`src/rtl/mem_stage_pkg.sv`:
```
// Shared definitions for the MEM pipeline stage: bus widths, stall
// encoding and bit positions of the fields in the EX->MEM bus.
package mem_stage_pkg;

   localparam int EX_TO_MEM_WD = 76;
   localparam int MEM_TO_WB_WD = 70;
   localparam int MEM_TO_RF_WD = 38;
   localparam int LOAD_W       = 5;
   localparam int STALL_W      = 6;

   localparam logic STOP    = 1'b1;
   localparam logic NO_STOP = 1'b0;

   localparam int STALL_MEM = 3;
   localparam int STALL_WB  = 4;

   // ex_to_mem_bus field positions
   localparam int PC_HI       = 75;
   localparam int PC_LO       = 44;
   localparam int RAM_EN      = 43;
   localparam int RAM_WEN_HI  = 42;
   localparam int RAM_WEN_LO  = 39;
   localparam int SEL_RF_RES  = 38;
   localparam int RF_WE       = 37;
   localparam int RF_WADDR_HI = 36;
   localparam int RF_WADDR_LO = 32;
   localparam int RESULT_HI   = 31;

   // ex_load_bus bit positions, {lb, lbu, lh, lhu, lw}
   localparam int LD_LB  = 4;
   localparam int LD_LBU = 3;
   localparam int LD_LH  = 2;
   localparam int LD_LHU = 1;
   localparam int LD_LW  = 0;

   typedef enum logic [1:0] {
      RD_EMPTY = 2'd0,
      RD_FRESH = 2'd1,
      RD_HELD  = 2'd2
   } rd_state_t;

endpackage

```
`src/rtl/mem_stage_load_ext.sv`:
```
// load_ext: selects the addressed byte/halfword of a 32-bit load word and
// sign- or zero-extends it.
//   i_rdata  in  32  word returned by the data SRAM
//   i_off    in  2   byte offset (ex_result[1:0])
//   i_load   in  5   {lb, lbu, lh, lhu, lw}, one-hot or zero
//   o_data   out 32  extended result (full word when no flag is set)
module load_ext
   import mem_stage_pkg::*;
(
   input  logic [31:0]       i_rdata,
   input  logic [1:0]        i_off,
   input  logic [LOAD_W-1:0] i_load,
   output logic [31:0]       o_data
);

   logic [7:0]  w_byte;
   logic [15:0] w_half;

   always_comb begin
      w_byte = i_rdata[7:0];
      case (i_off)
         2'd0: w_byte = i_rdata[7:0];
         2'd1: w_byte = i_rdata[15:8];
         2'd2: w_byte = i_rdata[23:16];
         2'd3: w_byte = i_rdata[31:24];
         default: w_byte = i_rdata[7:0];
      endcase
   end

   // off[0] is deliberately ignored for halfwords; misalignment is not trapped here.
   assign w_half = i_off[1] ? i_rdata[31:16] : i_rdata[15:0];

   always_comb begin
      o_data = i_rdata;
      if (i_load[LD_LB])
         o_data = {{24{w_byte[7]}}, w_byte};
      else if (i_load[LD_LBU])
         o_data = {24'd0, w_byte};
      else if (i_load[LD_LH])
         o_data = {{16{w_half[15]}}, w_half};
      else if (i_load[LD_LHU])
         o_data = {16'd0, w_half};
   end

endmodule

```
`src/rtl/mem_stage.sv`:
```
// mem_stage: memory-access pipeline stage downstream of EX.
// Registers the EX->MEM bus and load flags, extends the SRAM load data and
// drives the MEM->WB bus and the MEM->ID forwarding bus.
//   clk, rst           clock, synchronous active-high reset
//   stall              stall vector, bit 3 holds MEM, bit 4 holds WB
//   ex_to_mem_bus      {pc, ram_en, ram_wen, sel_rf_res, rf_we, rf_waddr, ex_result}
//   ex_load_bus        {lb, lbu, lh, lhu, lw}
//   data_sram_rdata    SRAM read data, valid only in a load's first MEM cycle
//   mem_to_wb_bus      {pc, rf_we, rf_waddr, rf_wdata}
//   mem_to_rf_bus      {rf_we, rf_waddr, rf_wdata}
//
//   state    | meaning
//   RD_EMPTY | no load in MEM (non-load, bubble or reset)
//   RD_FRESH | load in its first MEM cycle; SRAM rdata is live
//   RD_HELD  | load stalled past its first cycle; use r_rdata_hold
module mem_stage
   import mem_stage_pkg::*;
#(
   parameter int EX_TO_MEM_WD_P = EX_TO_MEM_WD,
   parameter int MEM_TO_WB_WD_P = MEM_TO_WB_WD,
   parameter int MEM_TO_RF_WD_P = MEM_TO_RF_WD,
   parameter int LOAD_W_P       = LOAD_W,
   parameter int STALL_W_P      = STALL_W
) (
   input  logic                      clk,
   input  logic                      rst,
   input  logic [STALL_W_P-1:0]      stall,
   input  logic [EX_TO_MEM_WD_P-1:0] ex_to_mem_bus,
   input  logic [LOAD_W_P-1:0]       ex_load_bus,
   input  logic [31:0]               data_sram_rdata,
   output logic [MEM_TO_WB_WD_P-1:0] mem_to_wb_bus,
   output logic [MEM_TO_RF_WD_P-1:0] mem_to_rf_bus
);

   logic [EX_TO_MEM_WD_P-1:0] r_bus;
   logic [LOAD_W_P-1:0]       r_load;
   logic [31:0]               r_rdata_hold;
   rd_state_t                 r_state;
   rd_state_t                 w_state_nxt;

   logic        w_capture;
   logic        w_bubble;
   logic        w_hold;
   logic [31:0] w_load_src;
   logic [31:0] w_load_ext;
   logic [31:0] w_rf_wdata;
   logic        w_unused;

   assign w_capture = (stall[STALL_MEM] == NO_STOP);
   assign w_bubble  = (stall[STALL_MEM] == STOP) && (stall[STALL_WB] == NO_STOP);
   assign w_hold    = (stall[STALL_MEM] == STOP) && (stall[STALL_WB] == STOP);

   always_ff @(posedge clk) begin
      if (rst) begin
         r_bus  <= '0;
         r_load <= '0;
      end else if (w_bubble) begin
         r_bus  <= '0;
         r_load <= '0;
      end else if (w_capture) begin
         r_bus  <= ex_to_mem_bus;
         r_load <= ex_load_bus;
      end
   end

   always_ff @(posedge clk) begin
      if (rst)
         r_state <= RD_EMPTY;
      else
         r_state <= w_state_nxt;
   end

   always_comb begin
      w_state_nxt = r_state;
      if (w_capture)
         w_state_nxt = ex_to_mem_bus[SEL_RF_RES] ? RD_FRESH : RD_EMPTY;
      else if (w_bubble)
         w_state_nxt = RD_EMPTY;
      else if (r_state == RD_FRESH)
         w_state_nxt = RD_HELD;
   end

   // The SRAM drives rdata for one cycle only, so grab it on the edge that
   // turns a fresh load into a held one.
   always_ff @(posedge clk) begin
      if (rst)
         r_rdata_hold <= '0;
      else if ((r_state == RD_FRESH) && w_hold)
         r_rdata_hold <= data_sram_rdata;
   end

   assign w_load_src = (r_state == RD_HELD) ? r_rdata_hold : data_sram_rdata;

   load_ext u_load_ext (
      .i_rdata (w_load_src),
      .i_off   (r_bus[1:0]),
      .i_load  (r_load),
      .o_data  (w_load_ext)
   );

   assign w_rf_wdata = r_bus[SEL_RF_RES] ? w_load_ext : r_bus[RESULT_HI:0];

   assign mem_to_wb_bus = {r_bus[PC_HI:PC_LO], r_bus[RF_WE],
                           r_bus[RF_WADDR_HI:RF_WADDR_LO], w_rf_wdata};
   assign mem_to_rf_bus = {r_bus[RF_WE], r_bus[RF_WADDR_HI:RF_WADDR_LO], w_rf_wdata};

   // SRAM control fields and the other stall bits are consumed elsewhere.
   assign w_unused = ^{r_bus[RAM_EN:RAM_WEN_LO], stall[STALL_W_P-1:STALL_WB+1],
                       stall[STALL_MEM-1:0]};

endmodule

```
`config.mk`:
```
export PLATFORM = sky130hd
export DESIGN_NAME = mem_stage
export DESIGN_NICKNAME = d
export VERILOG_FILES = /design/src/rtl/mem_stage_pkg.sv /design/src/rtl/mem_stage_load_ext.sv /design/src/rtl/mem_stage.sv
export SDC_FILE = /design/constraint.sdc
export NUM_CORES = 1
export LEC_CHECK = 0
export CAP_MARGIN = 5
export CORE_MARGIN = 1.5
export CORE_UTILIZATION = 41
export CTS_BUF_LIST = sky130_fd_sc_hd__clkbuf_4 sky130_fd_sc_hd__clkbuf_8
export DETAILED_ROUTE_END_ITERATION = 10
export GPL_ROUTABILITY_DRIVEN = 1
export PLACE_DENSITY = 0.83
export SYNTH_ARGS = -nofsm -noshare
export SYNTH_HDL_FRONTEND = slang
export SYNTH_SLANG_ARGS = --single-unit
```
`constraint.sdc`:
```
create_clock -name clk -period 1.9 [get_ports clk]
set_input_delay 0.19 -clock clk [delete_from_list [all_inputs] [get_ports clk]]
set_output_delay 0.19 -clock clk [all_outputs]
set_load 0.1 [all_outputs]
```
==> results of run 1 <==
metal layers:
metal | vias up | global-route usage | routed length (um)
met5 | - | 0 | 0
met4 | 0 | 0.1022 | 733
met3 | 48 | 0.06934 | 1579
met2 | 286 | 0.4467 | 9904
met1 | 2655 | 0.3047 | 7631
li1 | 2551 | - | -
registers in the layout (all words and copies together), names as in the netlist:
name / count
r_bus: 71
r_rdata_hold: 32
r_load: 4
r_state: 2
cells in the final DEF, fill, tap and decap left out, types with 4 or more instances in the layout:
master and count:
mux2i_1 79, buf_12 71, clkdlybuf4s50_1 109, mux2_4 13, nand2_1 74, o22ai_1 5
nor3_2 5, nand2b_1 11, mux2i_2 4, dfxtp_1 104, buf_4 104, a31oi_4 5
nor2_1 106, o221ai_2 4, dfxtp_2 4, a21oi_4 22, a21oi_1 36, buf_6 6
mux2i_4 6, o2bb2ai_4 6, clkbuf_8 10
cell families (layout without fill, tap and decap cells):
kind of cell | Yosys count | count (layout) | share of synthesized area
AOI/OAI and AO/OA | 108 | 108 | 0.1281
buffers and inverters | 121 | 313 | 0.1350
DFF | 109 | 109 | 0.3858
muxes | 105 | 105 | 0.1914
and+or+nand+nor | 219 | 219 | 0.1597
layout make-up:
type | instances | area, um^2 | share of cell area
repair buffers | 294 | 3453 | 0.3614
clock inverters | 6 | 68.82 | 0.007201
clock buffers | 10 | 137.6 | 0.01440
multi-input cells | 432 | 3475 | 0.3636
flip-flops and latches | 109 | 2191 | 0.2292
inverters | 3 | 11.26 | 0.001178
well taps | 176 | 220.2 | 0.02304
worst max-delay path, delay by kind of cell, from the launching register on:
kind,cells,cell delay (ns)
buffers and inverters,2,0.40
muxes,1,0.52
and+or+nand+nor,1,0.19
DFF,1,0.38
AOI/OAI and AO/OA,3,0.52
power groups by stage:
| stage | clock [mW] | combinational [mW] | sequential, mW |
|---|---|---|---|
| 2_1_floorplan | 0 | 2.06 | 2.47 |
| 3_3_place_gp | 0 | 2.83 | 2.48 |
| 3_5_place_dp | 0 | 2.86 | 2.48 |
| 4_1_cts | 1.53 | 2.92 | 2.43 |
| 5_1_grt | 1.63 | 3.05 | 2.45 |
| 6_report | 1.51 | 2.97 | 2.44 |
final timing paths:
check | depth (start not counted) | endpoint | slack [ns] | from
max | 7 | mem_to_wb_bus[21] | -0.70 | r_state[0]
max reg2reg | 5 | r_rdata_hold[19] | 0.30 | r_state[0]
min reg2reg | 2 | r_rdata_hold[11] | 0.46 | r_rdata_hold[11]
min | 3 | r_bus[38] | 0.13 | stall[3]
timing repair:
| item | in CTS | in global routing |
|---|---|---|
| hold buffers | 0 | 0 |
| setup endpoints to repair | 64 | 64 |
| endpoints found under the hold margin | 0 | 0 |
| gates cloned | 1 | 2 |
| setup buffers | 10 | 5 |
| pin swaps | 19 | 12 |
| resized for setup | 59 | 24 |
synthesized netlist by cell type:
master,number
a2111oi_0,1
a211oi_1,3
a21o_1,3
a21oi_1,47
a21oi_2,10
a21oi_4,1
a221o_1,3
a221oi_1,3
a31o_1,1
a31oi_1,5
and3b_1,4
buf_1,5
buf_2,4
buf_4,77
buf_6,2
clkbuf_1,30
dfxtp_1,109
inv_1,3
mux2_2,15
mux2i_1,89
mux4_2,1
nand2_1,78
nand2b_1,12
nand3_1,1
nand4_1,1
nor2_1,110
nor3_1,9
nor4_1,1
nor4_2,1
o211ai_1,1
o21ai_0,4
o221ai_1,4
o22a_1,5
o22ai_1,8
o2bb2ai_1,6
o31a_1,3
or2_2,2
through the flow:
step                hold slack [ns]  cell area, um^2  power (mW)
floorplan                    0.3260             6430       4.526
global placement             0.4390             8827       5.311
detailed placement           0.4439             8827       5.341
CTS                          0.1052             9375       6.885
global route                 0.1368             9557       7.130
finish                       0.1291             9557       6.921
==> metrics.csv, run 1 <==
metric;value;unit
post-synthesis instance total;662;
critical path launch point type;flop;
mapped cell area;5655;um^2
synth warn;0;
result of the run;finished, violations left;
CP required;1.71;ns
via count of the first global-routing pass;5491;
Slew Limit Fails;0;
pin count of the biggest net entering global routing;74;
layout cells sized above 1;0.3571;
height of the die;120.4;um
internal power contribution;4.107;mW
most prevalent standard cell on the critical path;a21oi_4;
largest driver fanout on the critical path;8;
CP cell instances;nand2b_4, mux4_2, a31o_1, a21oi_4, clkbuf_16, a21oi_4, buf_12;
flop and latch count out of synthesis;109;
number of violations reported at the end of detailed-routing iteration 0;498;
Tmin final;2.601;ns
startpoint-to-endpoint class of the critical path;reg2out;
synthesized net count;783;
Setup WS post-layout;-0.7012;ns
H-tree level count;3;
class of the tightest hold or removal check;in2reg;
worst setup slack before clock tree synthesis;-0.3951;ns
arrival time at the worst endpoint;2.41;ns
share of the core filled with cells;0.7160;
number of hold violations in the final report;0;
sequential fraction of the synthesis area;0.3858;
fill cell count;902;
first-pass GRT wire length;29040;um
number of nets in the layout;970;
antenna diode instance count;0;
number of buffers added on ports;218;
delay contributed by the slowest stage of the critical path;0.52;ns
worst clock skew;0.01821;ns
residual overflow from global routing;0;
CTS tree;yes;
fraction of power consumed by combinational cells;0.430;
Non-Filler Instances;1030;
CTS clk-pin slew, worst paths;0.10;ns
initial core utilization;0.4237;
Cells after DPL;1001;
achievable clock frequency;384.4;MHz
Num CTS Buffers;9;
growth of design area from synthesis to finish;68.98;%
I/O pin cnt;229;
setup repair after global routing missed its margin;yes;
capturing element type of the critical path;output port;
final antenna-violating net count;0;
buffer depth of the longest clock path;2;
largest area contributor in the netlist;dfxtp_1;
sum of negative setup slack;-41.64;ns
violated checks;setup timing;
unique cell type count in the Yosys netlist;37;
via density per instance;5.379;
final setup violation count;64;
areal power density over the cells;724.2;nW/um^2
Placement Rows;42;
DRC violations left;0;
placeable core region;13350;um^2
Sequential Power Share;0.352;
number of max-cap violations;0;
Pleak;3.949;nW
period utilization;1.369;
vias after detailed routing;5540;
initial antenna violation count;0;
Total Wirelength;19850;um
Die Outline Area;14510;um^2
die width;120.4;um
Clk Latency, worst-skew pair;0.40;ns
Avg WL per Cell;19.27;um
CTS root buffer;clkbuf_8;
Max transition margin;0.5816;
switching component of the power;2.814;mW
final estimated routing congestion in global placement;0.9427;
Critical Path Slowest Stage Cell;mux4_2;
post-synthesis average cell area;8.543;um^2
transition at the pin with the smallest max-transition slack;0.6277;ns
post-detail-place hpwl;13570;um
Clock Sinks;109;
Peak VDD IR;0.0005580;V
switching part of the total power;0.4066;
area share of the largest cell type after synthesis;0.3858;
share of power burned in the clock network;0.218;
global routing usage summed across all routing layers;0.2588;
leading post-synthesis cells by cell area;dfxtp_1 39%, mux2i_1 16%, buf_4 10%;
First-pass DRT Iterations;6;
(Power assumes the default switching activity.)
==> run 2, diff against run 1 <==
--- a/constraint.sdc
+++ b/constraint.sdc
@@ -3,2 +3,2 @@
 set_output_delay 0.19 -clock clk [all_outputs]
-set_load 0.1 [all_outputs]
+set_load 0.01 [all_outputs]
==> run 2 against run 1 <==
- the flow still finishes with violations (setup timing)
- via count down 1.0%
- sequential power barely moved
- global-route usage shrank 0.66 points
- flip-flop and latch count is the same
- cell count increased by 1.2%
- combinational power decreased by 49%
- first-iteration DRC count is 29% lower
- clock power down 7%
- largest cell class unchanged
==> metrics.csv, run 2 (synthesis gave the netlist of run 1 again) <==
metric;value;unit;change
Clk Latency, worst-skew pair;0.40;ns;about the same
period utilization;1.385;;+0.01596
number of flip-flops in the largest register;71;;unchanged
Sequential Power Share;0.454;;+0.102
worst hold slack;0.3680;ns;+0.2389 ns
post-detail-place hpwl;12970;um;-4.4%
via count of the first global-routing pass;5427;;-1.2%
internal power contribution;3.693;mW;-10%
final estimated routing congestion in global placement;0.9570;;+1.5%
setup repair after global routing missed its margin;yes;;
post-layout total power;5.345;mW;-23%
number of nets in the layout;982;;+1.2%
vias after detailed routing;5483;;-1.0%
worst setup slack before clock tree synthesis;-0.9529;ns;-0.5579 ns
capturing element type of the critical path;output port;;
switching part of the total power;0.3091;;-0.09746
worst clock skew;0.008468;ns;-0.009738 ns
buffer depth of the longest clock path;2;;unchanged
Setup WS post-layout;-0.7316;ns;-0.03033 ns
family with the most delay on the worst path;buffers and inverters;;
residual overflow from global routing;0;;unchanged
growth of design area from synthesis to finish;56.77;%;
fraction of power consumed by combinational cells;0.285;;-0.145
placeable core region;13350;um^2;unchanged
final setup violation count;64;;unchanged
First-pass DRT Iterations;5;;-1
largest driver fanout on the critical path;7;;-1
initial antenna violation count;0;;unchanged
initial core utilization;0.4237;;unchanged
met3 wire length;1468;um;-7.0%
Total Wirelength;18950;um;-4.5%
CTS clk-pin slew, worst paths;0.12;ns;+0.02 ns
switching component of the power;1.652;mW;-41%
Pleak;3.670;nW;-7.1%
CP cell instances;buf_6, buf_6, and3b_2, a211oi_2, nor4_4, a21oi_4, buf_12, buf_6, a21oi_4, buf_2;;
arrival time at the worst endpoint;2.44;ns;+0.03 ns
Critical Path Slowest Stage Cell;nor4_4;;
Top Metal Used;met4;;
layout cells sized above 1;0.3083;;-0.04883
H-tree level count;3;;unchanged
number of max-cap violations;0;;unchanged
Worst Path Buf+Inv;5;;+3
critical path launch point type;flop;;
final antenna-violating net count;0;;unchanged
I/O pin cnt;229;;unchanged
Max transition margin;0.6897;;+0.1082
most prevalent standard cell on the critical path;buf_6;;
register ranked first by flip-flop count;r_bus;;
areal power density over the cells;602.9;nW/um^2;-17%
CP required;1.71;ns;about the same
result of the run;finished, violations left;;
number of buffers added on ports;218;;unchanged
violated checks;setup timing;;
number of hold violations in the final report;0;;unchanged
fill cell count;1051;;+17%
DRC violations left;0;;unchanged
top library cells by usage in the layout, fill and taps aside;153 x clkdlybuf4s50_1, 107 x dfxtp_1, 102 x nor2_1, 80 x mux2i_1, 75 x nand2_1;;
via density per instance;5.262;;-2.2%
share of power burned in the clock network;0.261;;+0.043
CTS root buffer;clkbuf_8;;
antenna diode instance count;0;;unchanged
first-pass GRT wire length;28350;um;-2.4%
CTS tree;yes;;
Num CTS Buffers;9;;unchanged
Clock Sinks;109;;unchanged
transition at the pin with the smallest max-transition slack;0.4649;ns;-0.1627 ns
most frequent standard cell in the layout excluding fill and tap cells;clkdlybuf4s50_1;;
achievable clock frequency;380.0;MHz;-1.2%
number of violations reported at the end of detailed-routing iteration 0;356;;-29%
startpoint-to-endpoint class of the critical path;reg2out;;
pin count of the biggest net entering global routing;76;;+2.7%
met1 routed wirelength after detailed routing;7344;um;-3.8%
Tmin final;2.632;ns;+0.03033 ns
global routing usage summed across all routing layers;0.2522;;-0.006575
Peak VDD IR;0.0006196;V;+11%
Die Outline Area;14510;um^2;unchanged
Placement Rows;42;;unchanged
Slew Limit Fails;0;;unchanged
class of the tightest hold or removal check;in2reg;;
sum of negative setup slack;-40.39;ns;+1.251 ns
die width;120.4;um;unchanged
WL met2;9595;um;-3.1%
height of the die;120.4;um;unchanged
Regs by FF count;r_bus (71), r_rdata_hold (32), r_load (4);;
delay contributed by the slowest stage of the critical path;0.40;ns;-0.12 ns
Avg WL per Cell;18.19;um;-5.6%
==> run 2: final cells by class <==
type                    instances  area [um^2]  area share
inverters                       3        11.26    0.001270
well taps                     176        220.2     0.02484
multi-input cells             432         3366      0.3796
repair buffers                306         2895      0.3266
clock inverters                 6        55.05    0.006209
flip-flops and latches        109         2187      0.2467
clock buffers                  10        131.4     0.01482
==> run 2: path summary, 6_finish.rpt <==
| path | from | to | slack, ns | depth (start not counted) |
|---|---|---|---|---|
| worst max-delay path | r_state[0] | mem_to_wb_bus[23] | -0.73 | 10 |
| worst min-delay path | data_sram_rdata[14] | r_rdata_hold[14] | 0.37 | 3 |
| worst max register to register | r_state[0] | r_rdata_hold[0] | 0.15 | 8 |
| worst min register to register | r_rdata_hold[4] | r_rdata_hold[4] | 0.46 | 2 |
==> run 2: layer usage <==
metal / vias up / GRT usage
met2: 271 / 0.4442
met1: 2590 / 0.2919
met5: - / 0
met4: 0 / 0.1007
met3: 37 / 0.06321
li1: 2585 / -
==> run 2: power by group through the flow <==
stage | logic (mW) | registers [mW] | clock network (mW)
finish | 1.52 | 2.43 | 1.40
global route | 1.61 | 2.44 | 1.51
detailed placement | 1.33 | 2.48 | 0
floorplan | 0.702 | 2.47 | 0
global placement | 1.33 | 2.47 | 0
CTS | 1.39 | 2.43 | 1.43
==> run 2: timing repair <==
item,in CTS,in global routing
endpoints found under the setup margin,64,66
hold buffers,0,0
resized for setup,355,71
pin swaps,18,23
setup buffers,25,7
cloned,2,0
==> run 2: worst reg2reg max path, delay by kind of cell (launching register included) <==
family | cells | cell delay [ns]
simple gates | 3 | 0.63
buf+inv | 4 | 0.48
flops | 1 | 0.35
compound gates | 1 | 0.20
==> run 2: per-stage QoR <==
stage,utilization,cells,instance area [um^2]
after floorplan,-,662,5753
after global placement,0.5899,998,7874
after detailed placement,0.5899,998,7874
after CTS,0.6357,1039,8486
after global routing,0.6642,1042,8866
final,0.6642,1042,8866
